File: src/rtl/spi_norflash_slave.sv
// NOR-flash device model behind a byte-wide SPI port, fully synchronous to p_clk.
// Define SPI_FLASH_BURST_EN to let a frame stream consecutive words with auto-incrementing address.
module spi_norflash_slave #(
    parameter int           DEPTH       = 16,
    parameter int           ADDR_W      = 4,
    parameter int           SYNC_STAGES = 2,
    parameter logic [7:0]   OP_WRITE    = 8'h02,
    parameter logic [7:0]   OP_READ     = 8'h01
) (
    input  logic            p_clk,
    input  logic            p_reset_n,
    input  logic            s_clk,
    input  logic            s_css,
    input  logic [7:0]      s_mosi,
    output logic [7:0]      s_miso,
    output logic            wr_done,
    output logic            cmd_err
);

    typedef enum logic [1:0] {
        ST_IDLE,
        ST_ADDR,
        ST_DATA,
        ST_IGNORE
    } state_t;

    logic [SYNC_STAGES-1:0] sclk_sync_q;
    logic [SYNC_STAGES-1:0] css_sync_q;
    logic [7:0]             mosi_sync_q [SYNC_STAGES];
    logic                   sclk_prev_q;
    logic                   css_prev_q;

    logic                   sclk_s;
    logic                   css_s;
    logic [7:0]             mosi_s;
    logic                   rise;
    logic                   css_toggle;

    state_t                 state_q;
    logic [7:0]             k_q;
    logic                   is_read_q;
    logic [ADDR_W-1:0]      idx_q;
    logic [1:0]             beat_q;
    logic [23:0]            wdata_q;
    logic [31:0]            mem_q [DEPTH];
    logic [7:0]             miso_q;
    logic                   wr_done_q;
    logic                   cmd_err_q;

    logic [7:0]             k_d;
    logic [ADDR_W-1:0]      idx_d;
    logic [ADDR_W-1:0]      idx_inc;

    // mosi travels through the same number of stages as s_clk so the byte is stable at the detected edge
    always_ff @(posedge p_clk or negedge p_reset_n) begin
        if (!p_reset_n) begin
            sclk_sync_q <= '0;
            css_sync_q  <= '1;
            for (int i = 0; i < SYNC_STAGES; i++) begin
                mosi_sync_q[i] <= '0;
            end
            sclk_prev_q <= 1'b0;
            css_prev_q  <= 1'b1;
        end else begin
            sclk_sync_q    <= {sclk_sync_q[SYNC_STAGES-2:0], s_clk};
            css_sync_q     <= {css_sync_q[SYNC_STAGES-2:0], s_css};
            mosi_sync_q[0] <= s_mosi;
            for (int i = 1; i < SYNC_STAGES; i++) begin
                mosi_sync_q[i] <= mosi_sync_q[i-1];
            end
            sclk_prev_q <= sclk_s;
            css_prev_q  <= css_s;
        end
    end

    assign sclk_s     = sclk_sync_q[SYNC_STAGES-1];
    assign css_s      = css_sync_q[SYNC_STAGES-1];
    assign mosi_s     = mosi_sync_q[SYNC_STAGES-1];
    assign rise       = sclk_s & ~sclk_prev_q & ~css_s;
    assign css_toggle = css_s ^ css_prev_q;

    assign k_d     = (k_q == 8'hFF) ? k_q : k_q + 8'd1;
    // Shifting the address bytes in keeps only the low ADDR_W bits, so upper address bits wrap away
    assign idx_d   = ADDR_W'({idx_q, mosi_s});
    assign idx_inc = idx_q + ADDR_W'(1);

    always_ff @(posedge p_clk or negedge p_reset_n) begin
        if (!p_reset_n) begin
            state_q   <= ST_IDLE;
            k_q       <= '0;
            is_read_q <= 1'b0;
            idx_q     <= '0;
            beat_q    <= '0;
            wdata_q   <= '0;
            miso_q    <= '0;
            wr_done_q <= 1'b0;
            cmd_err_q <= 1'b0;
            for (int i = 0; i < DEPTH; i++) begin
                mem_q[i] <= '0;
            end
        end else begin
            wr_done_q <= 1'b0;
            cmd_err_q <= 1'b0;
            if (css_toggle) begin
                state_q <= ST_IDLE;
                k_q     <= '0;
                beat_q  <= '0;
                miso_q  <= '0;
            end else if (rise) begin
                k_q <= k_d;
                case (state_q)
                    ST_IDLE: begin
                        if (mosi_s == OP_WRITE || mosi_s == OP_READ) begin
                            state_q   <= ST_ADDR;
                            is_read_q <= (mosi_s == OP_READ);
                        end else begin
                            state_q   <= ST_IGNORE;
                            cmd_err_q <= 1'b1;
                        end
                    end
                    ST_ADDR: begin
                        idx_q <= idx_d;
                        if (k_d == 8'd4) begin
                            state_q <= ST_DATA;
                            beat_q  <= '0;
                            if (is_read_q) begin
                                miso_q <= mem_q[idx_d][31:24];
                            end
                        end
                    end
                    ST_DATA: begin
                        beat_q  <= beat_q + 2'd1;
                        wdata_q <= {wdata_q[15:0], mosi_s};
                        if (is_read_q) begin
                            case (beat_q)
                                2'd0:    miso_q <= mem_q[idx_q][23:16];
                                2'd1:    miso_q <= mem_q[idx_q][15:8];
                                2'd2:    miso_q <= mem_q[idx_q][7:0];
                                default: begin
`ifdef SPI_FLASH_BURST_EN
                                    miso_q <= mem_q[idx_inc][31:24];
`else
                                    miso_q <= '0;
`endif
                                end
                            endcase
                        end
                        if (beat_q == 2'd3) begin
                            if (!is_read_q) begin
                                mem_q[idx_q] <= {wdata_q, mosi_s};
                                wr_done_q    <= 1'b1;
                            end
`ifdef SPI_FLASH_BURST_EN
                            idx_q <= idx_inc;
`else
                            state_q <= ST_IGNORE;
`endif
                        end
                    end
                    default: begin
                        miso_q <= '0;
                    end
                endcase
            end
        end
    end

    assign s_miso  = miso_q;
    assign wr_done = wr_done_q;
    assign cmd_err = cmd_err_q;

endmodule

File: config.mk
export PLATFORM = sky130hd
export DESIGN_NAME = spi_norflash_slave
export DESIGN_NICKNAME = d
export VERILOG_FILES = /design/src/rtl/spi_norflash_slave.sv
export SDC_FILE = /design/constraint.sdc
export NUM_CORES = 1
export LEC_CHECK = 0
export BUFFER_PORTS_ARGS = -buffer_cell sky130_fd_sc_hd__buf_2
export CAP_MARGIN = 0
export CORE_AREA = 2 2 327 329
export CTS_CLUSTER_DIAMETER = 120
export CTS_CLUSTER_SIZE = 12
export DETAILED_ROUTE_END_ITERATION = 10
export DIE_AREA = 0 0 329 331
export GPL_TIMING_DRIVEN = 0
export PLACE_DENSITY = 0.48
export SLEW_MARGIN = 20
export SYNTH_ARGS = -nofsm -noshare
export SYNTH_HDL_FRONTEND = slang
export SYNTH_SLANG_ARGS = --single-unit
File: constraint.sdc
create_clock -name p_clk -period 5.32 [get_ports p_clk]
set_input_delay 0.266 -clock p_clk [delete_from_list [all_inputs] [get_ports p_clk]]
set_output_delay 0.266 -clock p_clk [all_outputs]
set_load 0.01 [all_outputs]
# Word-level counts from Yosys, hierarchy flattened
# Index checks and enable logic that the tools add are counted.
classes:
  n_addsub: 2
  order_cmp: 3
  eq_ne: 14
  n_mux: 38
  n_bitwise: 9
  n_reduce_logical: 14
op_table:
  columns: ["cell", "count"]
  rows:
  - ["512-bit bitwise mux", 1]
  - ["32-bit binary-select mux with 4-bit select", 2]
  - ["32-bit demux with 4-bit select", 1]
  - ["32-bit two-way mux", 3]
  - ["8-bit two-way mux", 8]
  - ["24-bit two-way mux", 2]
  - ["8-bit case mux with 3 select lines", 2]
  - ["2-bit two-way mux", 8]
  - ["3-bit != test (second input constant)", 4]
  - ["5-bit >= comparator (second input constant)", 2]
  - ["4-bit NOT with 5-bit output", 2]
  - ["5-bit AND reduction", 2]
  - ["1-bit two-way mux", 9]
  - ["3-bit AND reduction", 3]
  - ["8-bit by 1-bit adder with 8-bit output (second input constant)", 1]
  - ["8-bit by 1-bit equality test with 1-bit output (second input constant)", 1]
  - ["8-bit by 2-bit equality test with 1-bit output (second input constant)", 1]
  - ["8-bit by 3-bit equality test with 1-bit output (second input constant)", 1]
  - ["8-bit equality test (second input constant)", 1]
  - ["4-bit AND reduction", 2]
  - ["2-bit equality test (second input constant)", 3]
  - ["2-bit case mux with 3 select lines", 1]
  - ["5-bit by 1-bit < comparator with 1-bit output (second input constant)", 1]
  - ["2-bit by 1-bit equality test with 1-bit output (second input constant)", 2]
  - ["12 further kinds", 17]
word_totals:
  ff_bits: 585
  output_inout_bits: 10

# Depth between registers and ports, before layout
# Gate-level depths: netlist (run 1).
depth:
  word_depth: 9
  ltp_mapped: 9

# Least setup slack after synthesis (run 1)
# OpenSTA, ideal clock, no wires.
synth_path:
  path_type: "register -> register"
  startpoint: "register css_sync_q[1]"
  endpoint: "register mem_q[482] (netlist bit)"
  arrival_ns: 2.436
  path_slack_ns: 2.759
  stages_incl_launch_ff: 9
  path_buffers: 2
  synth_period_minus_slack_ns: 2.561
  cell_sequence: "dfstp_2 -> buf_2 -> nor4b_2 -> nand2_2 -> nor3b_4 -> or3b_4 -> nor3_4 -> buf_4 -> mux2_2"
synth_between:
  elab_chain_cells: 3
  elab_cells_between_ends: 5
synth_lines:
  columns: ["item", "line_no", "source"]
  rows:
  - ["start, declared", "28", "logic [SYNC_STAGES-1:0] css_sync_q;"]
  - ["start signal, assigned", "66", "css_sync_q <= {css_sync_q[SYNC_STAGES-2:0], s_css};"]
  - ["1-bit XOR / 1-bit NOT (equally long branches)", "80, 79", null]
  - ["1-bit NOT (no source line) / 1-bit bitwise AND (equally long branches)", null, null]
  - ["5-bit AND reduction (no source line) (*)", null, null]
  - ["end signal, assigned by index", "150", "mem_q[idx_q] <= {wdata_q, mosi_s};"]
  - ["end, declared", "45", "logic [31:0] mem_q [DEPTH];"]
# Every way passes the cells marked *; elsewhere a longest branch is shown, timed or not.
# A chain may end at the register's enable or synchronous reset.

# Worst setup path in the final report (run 1)
layout_path:
  startpoint: "register idx_q[1]"
  endpoint: "register miso_q[3], in the netlist s_miso[3]"
layout_between:
  elab_chain_cells: 9
layout_lines:
  columns: ["item", "line_no", "source"]
  rows:
  - ["start, declared", "42", "logic [ADDR_W-1:0] idx_q;"]
  - ["start signal, assigned", "122", "idx_q <= idx_d;"]
  - ["4-bit NOT with 5-bit output (implied by the code)", "136, 137, 138", null]
  - ["32-bit binary-select mux with 4-bit select", "136, 137, 138", null]
  - ["24-bit two-way mux (implied by the code) (2 in series)", "138", "2'd2: miso_q <= mem_q[idx_q][7:0];"]
  - ["8-bit case mux with 3 select lines", "135", "case (beat_q)"]
  - ["8-bit two-way mux", "134", "if (is_read_q) begin"]
  - ["8-bit case mux with 3 select lines", "111", "case (state_q)"]
  - ["8-bit two-way mux", "109", "end else if (rise) begin"]
  - ["8-bit two-way mux", "104", "if (css_toggle) begin"]
  - ["end signal, assigned", "136", "2'd0: miso_q <= mem_q[idx_q][23:16];"]
  - ["end signal, assigned", "137", "2'd1: miso_q <= mem_q[idx_q][15:8];"]
  - ["end signal, assigned", "138", null]
  - ["end, declared", "46", "logic [7:0] miso_q;"]
# Every way passes these cells. The select of a mux whose other input is x is not followed.

==> results of run 1 <==
[registers in the layout (all words and copies together) (netlist names)]
name         count
state_q          2
wr_done          1
sclk_prev_q      1
mem_q          512
css_prev_q       1
is_read_q        1
s_miso           8
mosi_s           8
beat_q           2
wdata_q         24
mosi_sync_q      8
k_q              8
sclk_sync_q      2
idx_q            4
css_sync_q       2
cmd_err          1
[worst max path at each step]
stage          slack (ps)                endpoint                    start  cells past startpoint
5_1_grt               610   s_miso[3]$_DFFE_PN0P_     idx_q[1]$_DFFE_PN0P_                      8
3_3_place_gp        -7980  mem_q[139]$_DFFE_PN0P_                p_reset_n                      1
4_1_cts               690   s_miso[3]$_DFFE_PN0P_     idx_q[1]$_DFFE_PN0P_                      8
2_1_floorplan        2760  mem_q[482]$_DFFE_PN0P_  css_sync_q[1]$_DFF_PN1_                      8
3_5_place_dp          710   s_miso[3]$_DFFE_PN0P_     idx_q[1]$_DFFE_PN0P_                      8
6_report              560   s_miso[3]$_DFFE_PN0P_     idx_q[1]$_DFFE_PN0P_                      8
[final cells by class]
class | instances | area, sq um | area share (%)
Sequential cell | 585 | 14600 | 49.1
Tap cell | 1391 | 1740 | 5.83
Timing Repair Buffer | 39 | 405 | 1.36
Clock buffer | 66 | 1400 | 4.68
Buffer | 152 | 659 | 2.21
Multi-Input combinational cell | 1022 | 10900 | 36.6
Inverter | 6 | 22.5 | 0.0755
Clock inverter | 4 | 38.8 | 0.130
[power groups by stage]
stage               Combinational [mW]  Clock, mW  Sequential, mW
detailed placement                2.04          0            4.65
global placement                  2.02          0            4.65
floorplan                         1.13          0            4.62
finish                            2.03       3.52            4.57
CTS                               2.05       3.63            4.57
global route                      2.13       3.81            4.58
[cell families after synthesis]
| logic type | share of synthesized area (%) |
|---|---|
| adders and majority gates | 0.381 |
| muxes | 34.0 |
| AOI/OAI and AO/OA | 3.82 |
| buffers and inverters | 2.57 |
| and+or+nand+nor | 3.29 |
| xor gates and xnor gates | 0.134 |
| DFF | 55.8 |
[routing by layer]
metal	vias to the layer above	wire (um)	global-route usage [%]	part of all wire, %
li1	6696	-	-	-
met1	8628	37900	21.3	47
met2	367	37600	24.1	46
met3	123	3700	2.21	4.5
met4	0	2270	4.14	2.8
met5	-	0	0	0
[Yosys cell counts (15+ instances only)]
library cell,instances
mux2_2,522
a22oi_1,43
buf_2,48
nand2_1,36
a22o_1,15
nor2_1,17
mux4_2,83
o21ai_0,15
mux2i_1,97
mux2_1,18
a211oi_1,16
clkbuf_1,79
nand3_1,18
buf_1,19
dfrtp_1,582
nand4_1,19
[through the flow]
step / hold slack, ps / instance area (sq um)
floorplan: -29.6 / 26200
global route: 200 / 29800
finish: 170 / 29800
global placement: 340 / 28100
CTS: 169 / 29800
detailed placement: 250 / 28300
[timing repair]
action / in CTS / in global routing
setup buffers: 0 / 0
endpoints found under the setup margin: 0 / 0
hold buffers: 11 / 0
hold endpoints to repair: 72 / 0
==> run summary, run 1 <==
Status -> finished, final reports clean
Utilization after layout -> 28.4%
Cell Chain, Critical Path -> clkbuf_1 > clkbuf_1 > clkbuf_1 > mux4_2 > a22o_1 > o21ai_0 > nand4_1 > a221o_1
Die Area -> 109000 sq um
Cell family with most CP delay -> buffers and inverters
CTS Buf Count -> 54
Max_cap viols -> 0
CP Launch Type -> flip-flop
Post-route setup slack -> 558 ps
Worst-case clock buffer depth -> 3
Crit. End Element -> flip-flop
Sequential fraction of the synthesis area -> 55.8%
Commonest non-fill, non-tap cells in the layout -> 582 x dfrtp_1, 522 x mux2_2, 97 x mux2i_1
CP Data Required Time -> 5810 ps
CP peak stage delay -> 940 ps
Avg Inst Size Synth -> 14.9 sq um
FMAX -> 0.210 GHz
Final period utilization -> 89.5%
First-pass GRT wire length -> 120 mm
RSZ-0062 raised after global routing -> no
Worst-margin pin slew -> 1230 ps
CTS tree -> done
Total global-route track usage -> 15.1%
Post_cts resized -> 0
Max-slew violation count -> 0
Register-to-Register Path Depth -> 8
Antenna violations before repair -> 1
Synth Register Bits -> 585
Combinational power share -> 20.1%
Clock tree root driver cell -> clkbuf_16
Most frequent CP cell -> clkbuf_1
DRT antenna net count -> 0
VDD IR max -> 0.000235 V
Num ports -> 22
Pwr per Cell Area -> 340 nW/um^2
Drt via density -> 4.84
Power share of the clock group -> 34.8%
Overflow after GRT -> 0
Via count -> 15800
Most common cell after layout, fill and taps aside -> dfrtp_1
Minimum clock period -> 4760 ps
CP max stage cell -> o21ai_0
Clock-pin slew on the worst setup and hold paths -> 70 ps
Reg power frac -> 45.1%
P_sw -> 3.21 mW
Crit Reg-Reg Startpoint -> idx_q[1]$_DFFE_PN0P_
Post-synth EDFFs -> 0
DR WL/cell -> 25.0 um
Slew headroom -> 17.3%
TNS Setup -> 0 ps
H-tree depth -> 2
Ant. Diodes -> 0
Post-Place Setup Slack -> 709 ps
Fill cell count -> 10600
Internal power -> 6.92 mW
Sw Share -> 31.7%
FF-to-FF End -> s_miso[3]$_DFFE_PN0P_
Top cell type's share of synthesized area -> 55.5%
Site Rows -> 119
Mapped Area -> 26200 sq um
Cells after synthesis -> 1765
P&R area growth vs syn -> 13.7%
DRT Pass-1 Iters -> 5
Total power -> 10.1 mW
Core area -> 105000 sq um
PortBufs -> 21
Vias in the first global route -> 16700
R2R Setup Slk -> 560 ps
Post-synthesis async set-or-reset flop share -> 100%
Die height -> 331 um
DRT Wirelength -> 81.5 mm
Die Width -> 329 um
Initial Utilization -> 25.0%
Most used DFF post-synth -> dfrtp_1
Num Clock Sinks -> 585
Final setup viols -> 0
Layout cells sized above 1 -> 40.7%
Final net count -> 1880
Non-Filler Instances -> 3265
Placed insts -> 3184
Pin count of the biggest net entering global routing -> 102
GP Congestion -> 0.853
Worst hold path type -> in -> async
Type of the worst setup path -> reg -> reg
Setup Skew -> 28.7 ps
Clock Latency Late Sink -> 630 ps
Residual DRC -> 0
Cells taking the most area after synthesis -> dfrtp_1 55%, mux2_2 22%, mux4_2 7.1%
Worst Path Buf+Inv -> 3
Synth Warn # -> 0
Unique cell type count in the Yosys netlist -> 55
Hpwl dp -> 55.0 mm
Max FO, Critical Path -> 10
1st-iter DRT viols -> 1317
LEAKAGE -> 14.0 nW
Syn Nets -> 1785
Dominant cell type by area after synthesis -> dfrtp_1
Final hold violation count -> 0
CP arrival -> 5250 ps
(Power assumes the default switching activity.)
==> run 2: changes to the inputs <==
--- a/config.mk
+++ b/config.mk
@@ -13,7 +13,7 @@
 export DETAILED_ROUTE_END_ITERATION = 10
 export DIE_AREA = 0 0 329 331
 export GPL_TIMING_DRIVEN = 0
-export PLACE_DENSITY = 0.48
+export PLACE_DENSITY_LB_ADDON = 0.3
 export SLEW_MARGIN = 20
 export SYNTH_ARGS = -nofsm -noshare
 export SYNTH_HDL_FRONTEND = slang
==> constraint.sdc (replaced) <==
create_clock -name p_clk -period 5.32 [get_ports p_clk]
set_input_delay 0.266 -clock p_clk [delete_from_list [all_inputs] [get_ports p_clk]]
set_output_delay 0.266 -clock p_clk [all_outputs]
set_load 0.1 [all_outputs]
==> run 2 against run 1 <==
Net effect: largest power group unchanged; clock power up 2%; critical path type unchanged; sequential cell count did not move; highest routed layer is now met5; via count is 0.52% higher; first-iteration DRC count shrank 16%.
==> run summary, run 2 (same netlist as run 1, synthesis figures left out) <==
Status -> finished, final reports clean (unchanged)
Minimum clock period -> 4580 ps (was 4760 ps)
Worst-margin pin slew -> 1180 ps (was 1230 ps)
DRT Wirelength -> 80.9 mm (was 81.5 mm)
Overflow after GRT -> 0 (unchanged)
# Post-CTS Setup Buffers -> 0 (unchanged)
Max-slew violation count -> 0 (unchanged)
Biggest register -> mem_q (unchanged)
Internal power -> 6.98 mW (was 6.92 mW)
Clock tree root driver cell -> clkbuf_16 (unchanged)
Reg power frac -> 44.9% (was 45.1%)
CP arrival -> 5080 ps (was 5250 ps)
Post-route setup slack -> 738 ps (was 558 ps)
Max_cap viols -> 0 (unchanged)
Crit Reg-Reg Startpoint -> idx_q[1]$_DFFE_PN0P_ (unchanged)
LEAKAGE -> 14.0 nW (about the same)
Residual DRC -> 0 (unchanged)
Clock Latency Late Sink -> 630 ps (about the same)
Vias in the first global route -> 17000 (was 16700)
Metal2 WL -> 38.1 mm (was 37.6 mm)
TNS Setup -> 0 ps (unchanged)
Crit. End Element -> flip-flop (unchanged)
Die Area -> 109000 sq um (unchanged)
H-tree depth -> 2 (unchanged)
Setup Skew -> 42.2 ps (was 28.7 ps)
Final hold violation count -> 0 (unchanged)
Commonest non-fill, non-tap cells in the layout -> 582 x dfrtp_1, 522 x mux2_2, 97 x mux2i_1 (unchanged)
Fill cell count -> 10600 (about the same)
Initial Utilization -> 25.0% (unchanged)
Final net count -> 1881 (was 1880)
1st-iter DRT viols -> 1110 (was 1317)
P&R area growth vs syn -> 14.0% (was 13.7%)
Top Metal Used -> met5 (was met4)
Site Rows -> 119 (unchanged)
Most common cell after layout, fill and taps aside -> dfrtp_1 (unchanged)
Type of the worst setup path -> reg -> reg (unchanged)
CP Data Required Time -> 5820 ps (was 5810 ps)
Sw Share -> 31.5% (was 31.7%)
Via count -> 15900 (was 15800)
Die height -> 331 um (unchanged)
Max FO, Critical Path -> 10 (unchanged)
CP startpoint -> idx_q[1]$_DFFE_PN0P_ (unchanged)
Top flop regs -> mem_q (512), wdata_q (24) (unchanged)
PortBufs -> 21 (unchanged)
Final period utilization -> 86.1% (was 89.5%)
Power share of the clock group -> 35.1% (was 34.8%)
Worst hold path type -> in -> async (unchanged)
Num ports -> 22 (unchanged)
Hpwl dp -> 54.2 mm (was 55.0 mm)
Die Width -> 329 um (unchanged)
Max reg flops -> 512 (unchanged)
CP Launch Type -> flip-flop (unchanged)
Clock-pin slew on the worst setup and hold paths -> 70 ps (about the same)
DRT antenna net count -> 0 (unchanged)
CTS Buf Count -> 54 (unchanged)
Pin count of the biggest net entering global routing -> 99 (was 102)
Total global-route track usage -> 14.9% (was 15.1%)
Num Clock Sinks -> 585 (unchanged)
DR WL/cell -> 24.8 um (was 25.0 um)
Utilization after layout -> 28.5% (was 28.4%)
GP Congestion -> 0.837 (was 0.853)
DRT Pass-1 Iters -> 5 (unchanged)
Combinational power share -> 20.0% (was 20.1%)
Core area -> 105000 sq um (unchanged)
First-pass GRT wire length -> 119 mm (was 120 mm)
Drt via density -> 4.86 (was 4.84)
Worst-case clock buffer depth -> 3 (unchanged)
Pwr per Cell Area -> 341 nW/um^2 (was 340 nW/um^2)
DRT met1 WL -> 36.4 mm (was 37.9 mm)
FMAX -> 0.218 GHz (was 0.210 GHz)
Met3 routed WL -> 4.03 mm (was 3.70 mm)
Antenna violations before repair -> 2 (was 1)
P_sw -> 3.22 mW (was 3.21 mW)
Post-Place Setup Slack -> 774 ps (was 709 ps)
Layout cells sized above 1 -> 40.7% (about the same)
VDD IR max -> 0.000274 V (was 0.000235 V)
CTS tree -> done (unchanged)
Slew headroom -> 21.1% (was 17.3%)
Final setup viols -> 0 (unchanged)
RSZ-0062 raised after global routing -> no (unchanged)
-- run 2: cell count changes in the layout (fill, tap and decap cells not counted) --
cell	before	now
buf_2	71	69
clkbuf_16	54	56
diode_2	0	2
inv_6	2	0
buf_1	16	17
buf_16	6	7
buf_6	0	1
buf_8	2	1
clkbuf_2	2	3
clkinv_16	0	1
clkinv_8	1	0
-- run 2: layout make-up --
class                   count  area (sq um)  share of cell area (%)
well taps                1391          1740                    5.82
repair buffers             40           429                    1.44
diodes                      2          5.00                  0.0167
flip-flops and latches    585         14600                    49.0
inverters                   6          22.5                  0.0753
multi-input cells        1022         10900                    36.5
clock buffers              68          1450                    4.84
clock inverters             2          35.0                   0.117
plain buffers             152           658                    2.20
-- run 2: layer usage --
layer,vias to the layer above,global-route usage [%]
met4,2,4.66
met1,8654,20.3
met3,135,2.41
met5,-,0
li1,6704,-
met2,402,24.4
-- run 2: path summary, 6_finish.rpt --
path	to	slack, ps	cells after the start
max in group asynchronous	mem_q[331]$_DFFE_PN0P_	3810	5
worst max register to register	s_miso[3]$_DFFE_PN0P_	740	8
worst max-delay path	s_miso[3]$_DFFE_PN0P_	740	8
worst min-delay path	mem_q[218]$_DFFE_PN0P_	120	2
min in group p_clk	css_sync_q[0]$_DFF_PN1_	290	2
worst min register to register	mosi_s[1]$_DFF_PN0_	340	0
-- run 2: stage by stage --
stage	hold WS, ps	power [mW]	cell area, sq um	cells
after floorplan	-29.6	5.75	26200	1765
after global placement	344	6.66	28100	3177
after detailed placement	164	6.70	28300	3185
after CTS	105	10.3	29900	3266
after global routing	115	10.6	29900	3266
final	122	10.2	29900	3268
-- run 2: power by group through the flow --
stage          combinational (mW)  sequential, mW  clock, mW
2_1_floorplan                1.13            4.62          0
3_3_place_gp                 2.01            4.66          0
3_5_place_dp                 2.04            4.66          0
4_1_cts                      2.05            4.57       3.67
5_1_grt                      2.14            4.58       3.86
6_report                     2.04            4.58       3.58
-- run 2: worst max-delay path, cell delays in order, from the launching register on --
cell      delay [ps]
dfrtp_1          320
clkbuf_1         400
clkbuf_1         750
clkbuf_1         770
mux4_2           420
a22o_1           190
o21ai_0          780
nand4_1          390
a221o_1          420
-- run 2: repair_timing --
item | 4_1_cts | 5_1_grt
hold buffers | 11 | 0
hold endpoints to repair | 283 | 0
gates resized for setup | 0 | 0
==> run 3: changes to the inputs <==
--- a/config.mk
+++ b/config.mk
@@ -5,13 +5,13 @@
 export SDC_FILE = /design/constraint.sdc
 export NUM_CORES = 1
 export LEC_CHECK = 0
-export BUFFER_PORTS_ARGS = -buffer_cell sky130_fd_sc_hd__buf_2
 export CAP_MARGIN = 0
 export CORE_AREA = 2 2 327 329
 export CTS_CLUSTER_DIAMETER = 120
 export CTS_CLUSTER_SIZE = 12
 export DETAILED_ROUTE_END_ITERATION = 10
 export DIE_AREA = 0 0 329 331
+export DONT_BUFFER_PORTS = 1
 export GPL_TIMING_DRIVEN = 0
 export PLACE_DENSITY_LB_ADDON = 0.3
 export SLEW_MARGIN = 20
==> run 3 against run 2 <==
Net effect: die area unchanged; clock power decreased by 2%; design area decreased by 0.87%; non-clock buffer count decreased by 25; register-to-register slack improved by 180 ps; global-route usage decreased by 0.19 points; via count decreased by 1.2%; first-iteration DRC count decreased by 4.6%; critical path type unchanged; critical endpoint is now s_miso[4]$_DFFE_PN0P_.
==> run summary, run 3 (same netlist as run 1, synthesis figures left out) <==
Initial Utilization -> 25.0% (unchanged)
Minimum clock period -> 4400 ps (was 4580 ps)
Die Area -> 109000 sq um (unchanged)
Max FO, Critical Path -> 10 (unchanged)
DR WL/cell -> 24.7 um (was 24.8 um)
Ant. Diodes -> 0 (was 2)
CP arrival -> 4920 ps (was 5080 ps)
CTS Buf Count -> 54 (unchanged)
Max reg flops -> 512 (unchanged)
Most common cell after layout, fill and taps aside -> dfrtp_1 (unchanged)
Worst hold path type -> in -> reg (was in -> async)
1st-iter DRT viols -> 1059 (was 1110)
Biggest register -> mem_q (unchanged)
Max_cap viols -> 0 (unchanged)
Pwr per Cell Area -> 342 nW/um^2 (was 341 nW/um^2)
Residual DRC -> 0 (unchanged)
P&R area growth vs syn -> 13.0% (was 14.0%)
CP Data Required Time -> 5840 ps (was 5820 ps)
CP peak stage delay -> 750 ps (was 780 ps)
Num ports -> 22 (unchanged)
Layout cells sized above 1 -> 39.8% (was 40.7%)
Post-Place Setup Slack -> 1070 ps (was 774 ps)
Fill cell count -> 10500 (was 10600)
# Post-CTS Setup Buffers -> 0 (unchanged)
Final hold violation count -> 0 (unchanged)
Post-route setup slack -> 915 ps (was 738 ps)
Max-slew violation count -> 0 (unchanged)
CTS tree -> done (unchanged)
Drt via density -> 4.85 (was 4.86)
Site Rows -> 119 (unchanged)
Worst Path Buf+Inv -> 3 (unchanged)
CP Launch Type -> flip-flop (unchanged)
FMAX -> 0.227 GHz (was 0.218 GHz)
Core area -> 105000 sq um (unchanged)
H-tree depth -> 2 (unchanged)
Vias in the first global route -> 16900 (was 17000)
Crit. End Element -> flip-flop (unchanged)
Hold Crit Depth -> 1
Cell Chain, Critical Path -> clkbuf_1 > clkbuf_1 > clkbuf_1 > mux4_2 > a22o_1 > o21ai_0 > nand4_1 > a221o_1 (unchanged)
Utilization after layout -> 28.2% (was 28.5%)
CP Depth -> 8 (unchanged)
DRT Pass-1 Iters -> 5 (unchanged)
PortBufs -> 0 (was 21)
Status -> finished, final reports clean (unchanged)
DRT antenna net count -> 0 (unchanged)
DRT Wirelength -> 80.0 mm (was 80.9 mm)
Worst-case clock buffer depth -> 3 (unchanged)
First-pass GRT wire length -> 118 mm (was 119 mm)
Total global-route track usage -> 14.7% (was 14.9%)
Top flop regs -> mem_q (512), wdata_q (24) (unchanged)
RSZ-0062 raised after global routing -> no (unchanged)
VDD IR max -> 0.000204 V (was 0.000274 V)
TNS Setup -> 0 ps (unchanged)
Die Width -> 329 um (unchanged)
Final period utilization -> 82.8% (was 86.1%)
Most frequent CP cell -> clkbuf_1 (unchanged)
Hpwl dp -> 52.7 mm (was 54.2 mm)
Register-to-Register Path Depth -> 8 (unchanged)
Slew headroom -> 20.7% (was 21.1%)
Antenna violations before repair -> 1 (was 2)
Cell family with most CP delay -> buffers and inverters (unchanged)
Clock-pin slew on the worst setup and hold paths -> 70 ps (about the same)
LEAKAGE -> 13.9 nW (was 14.0 nW)
Die height -> 331 um (unchanged)
Pin count of the biggest net entering global routing -> 586 (was 99)
GP Congestion -> 0.849 (was 0.837)
Worst-margin pin slew -> 1190 ps (was 1180 ps)
Clock tree root driver cell -> clkbuf_16 (unchanged)
Total power -> 10.1 mW (was 10.2 mW)
Final net count -> 1856 (was 1881)
Overflow after GRT -> 0 (unchanged)
Hold slack -> 198 ps (was 122 ps)
Final setup viols -> 0 (unchanged)
Via count -> 15700 (was 15900)
Setup Skew -> 36.2 ps (was 42.2 ps)
Type of the worst setup path -> reg -> reg (unchanged)
Clock Latency Late Sink -> 640 ps (was 630 ps)
Num Clock Sinks -> 585 (unchanged)
CP max stage cell -> clkbuf_1 (was o21ai_0)
Commonest non-fill, non-tap cells in the layout -> 582 x dfrtp_1, 522 x mux2_2, 97 x mux2i_1 (unchanged)
[run 3: cell type report]
cell class              count  area, sq um  area share [%]
repair buffers             15          220           0.743
multi-input cells        1022        10900            36.8
flip-flops and latches    585        14600            49.4
clock inverters             3         43.8           0.148
clock buffers              65         1390            4.70
well taps                1391         1740            5.87
inverters                   6         22.5          0.0760
plain buffers             152          657            2.22
[run 3: metrics by stage]
step,std cells,instance area [sq um]
final,3239,29600
after global routing,3239,29600
after CTS,3234,29500
after detailed placement,3156,28000
after global placement,3156,28000
after floorplan,1765,26200
[run 3: repair_timing]
action,in CTS,in global routing
gates resized for setup,0,0
hold buffers,10,1
setup endpoints to repair,0,0
endpoints found under the hold margin,595,135
[run 3: worst reg2reg max path, delay by kind of cell, from the launching register on]
| kind | cells | cell delay [ps] |
|---|---|---|
| buf+inv | 3 | 1870 |
| compound gates | 3 | 1350 |
| simple gates | 1 | 320 |
| flops | 1 | 330 |
| mux | 1 | 420 |
[run 3: path summary, 6_finish.rpt]
check,slack (ps),startpoint,endpoint
max in group asynchronous,3120,p_reset_n,mem_q[140]$_DFFE_PN0P_
setup reg to reg,920,idx_q[1]$_DFFE_PN0P_,s_miso[4]$_DFFE_PN0P_
hold / removal,200,s_css,css_sync_q[0]$_DFF_PN1_
min in group asynchronous,280,p_reset_n,mosi_sync_q[12]$_DFF_PN0_
hold reg to reg,350,sclk_sync_q[0]$_DFF_PN0_,sclk_sync_q[1]$_DFF_PN0_
setup / recovery,920,idx_q[1]$_DFFE_PN0P_,s_miso[4]$_DFFE_PN0P_
[run 3: report_power, final]
| part | switching [mW] | total [mW] | leakage (nW) | internal [mW] |
|---|---|---|---|---|
| logic | 1.44 | 2.03 | 5.05 | 0.596 |
| registers | 0.0835 | 4.58 | 8.11 | 4.49 |
| clock network | 1.70 | 3.52 | 0.698 | 1.82 |
[run 3: layer usage]
layer  vias up  wire [um]  track usage [%]
met5         -         12                0
met4         2       2420             4.82
met3       109       4040             2.81
met2       365      38000             24.0
met1      8588      35500             19.7
li1       6645          -                -
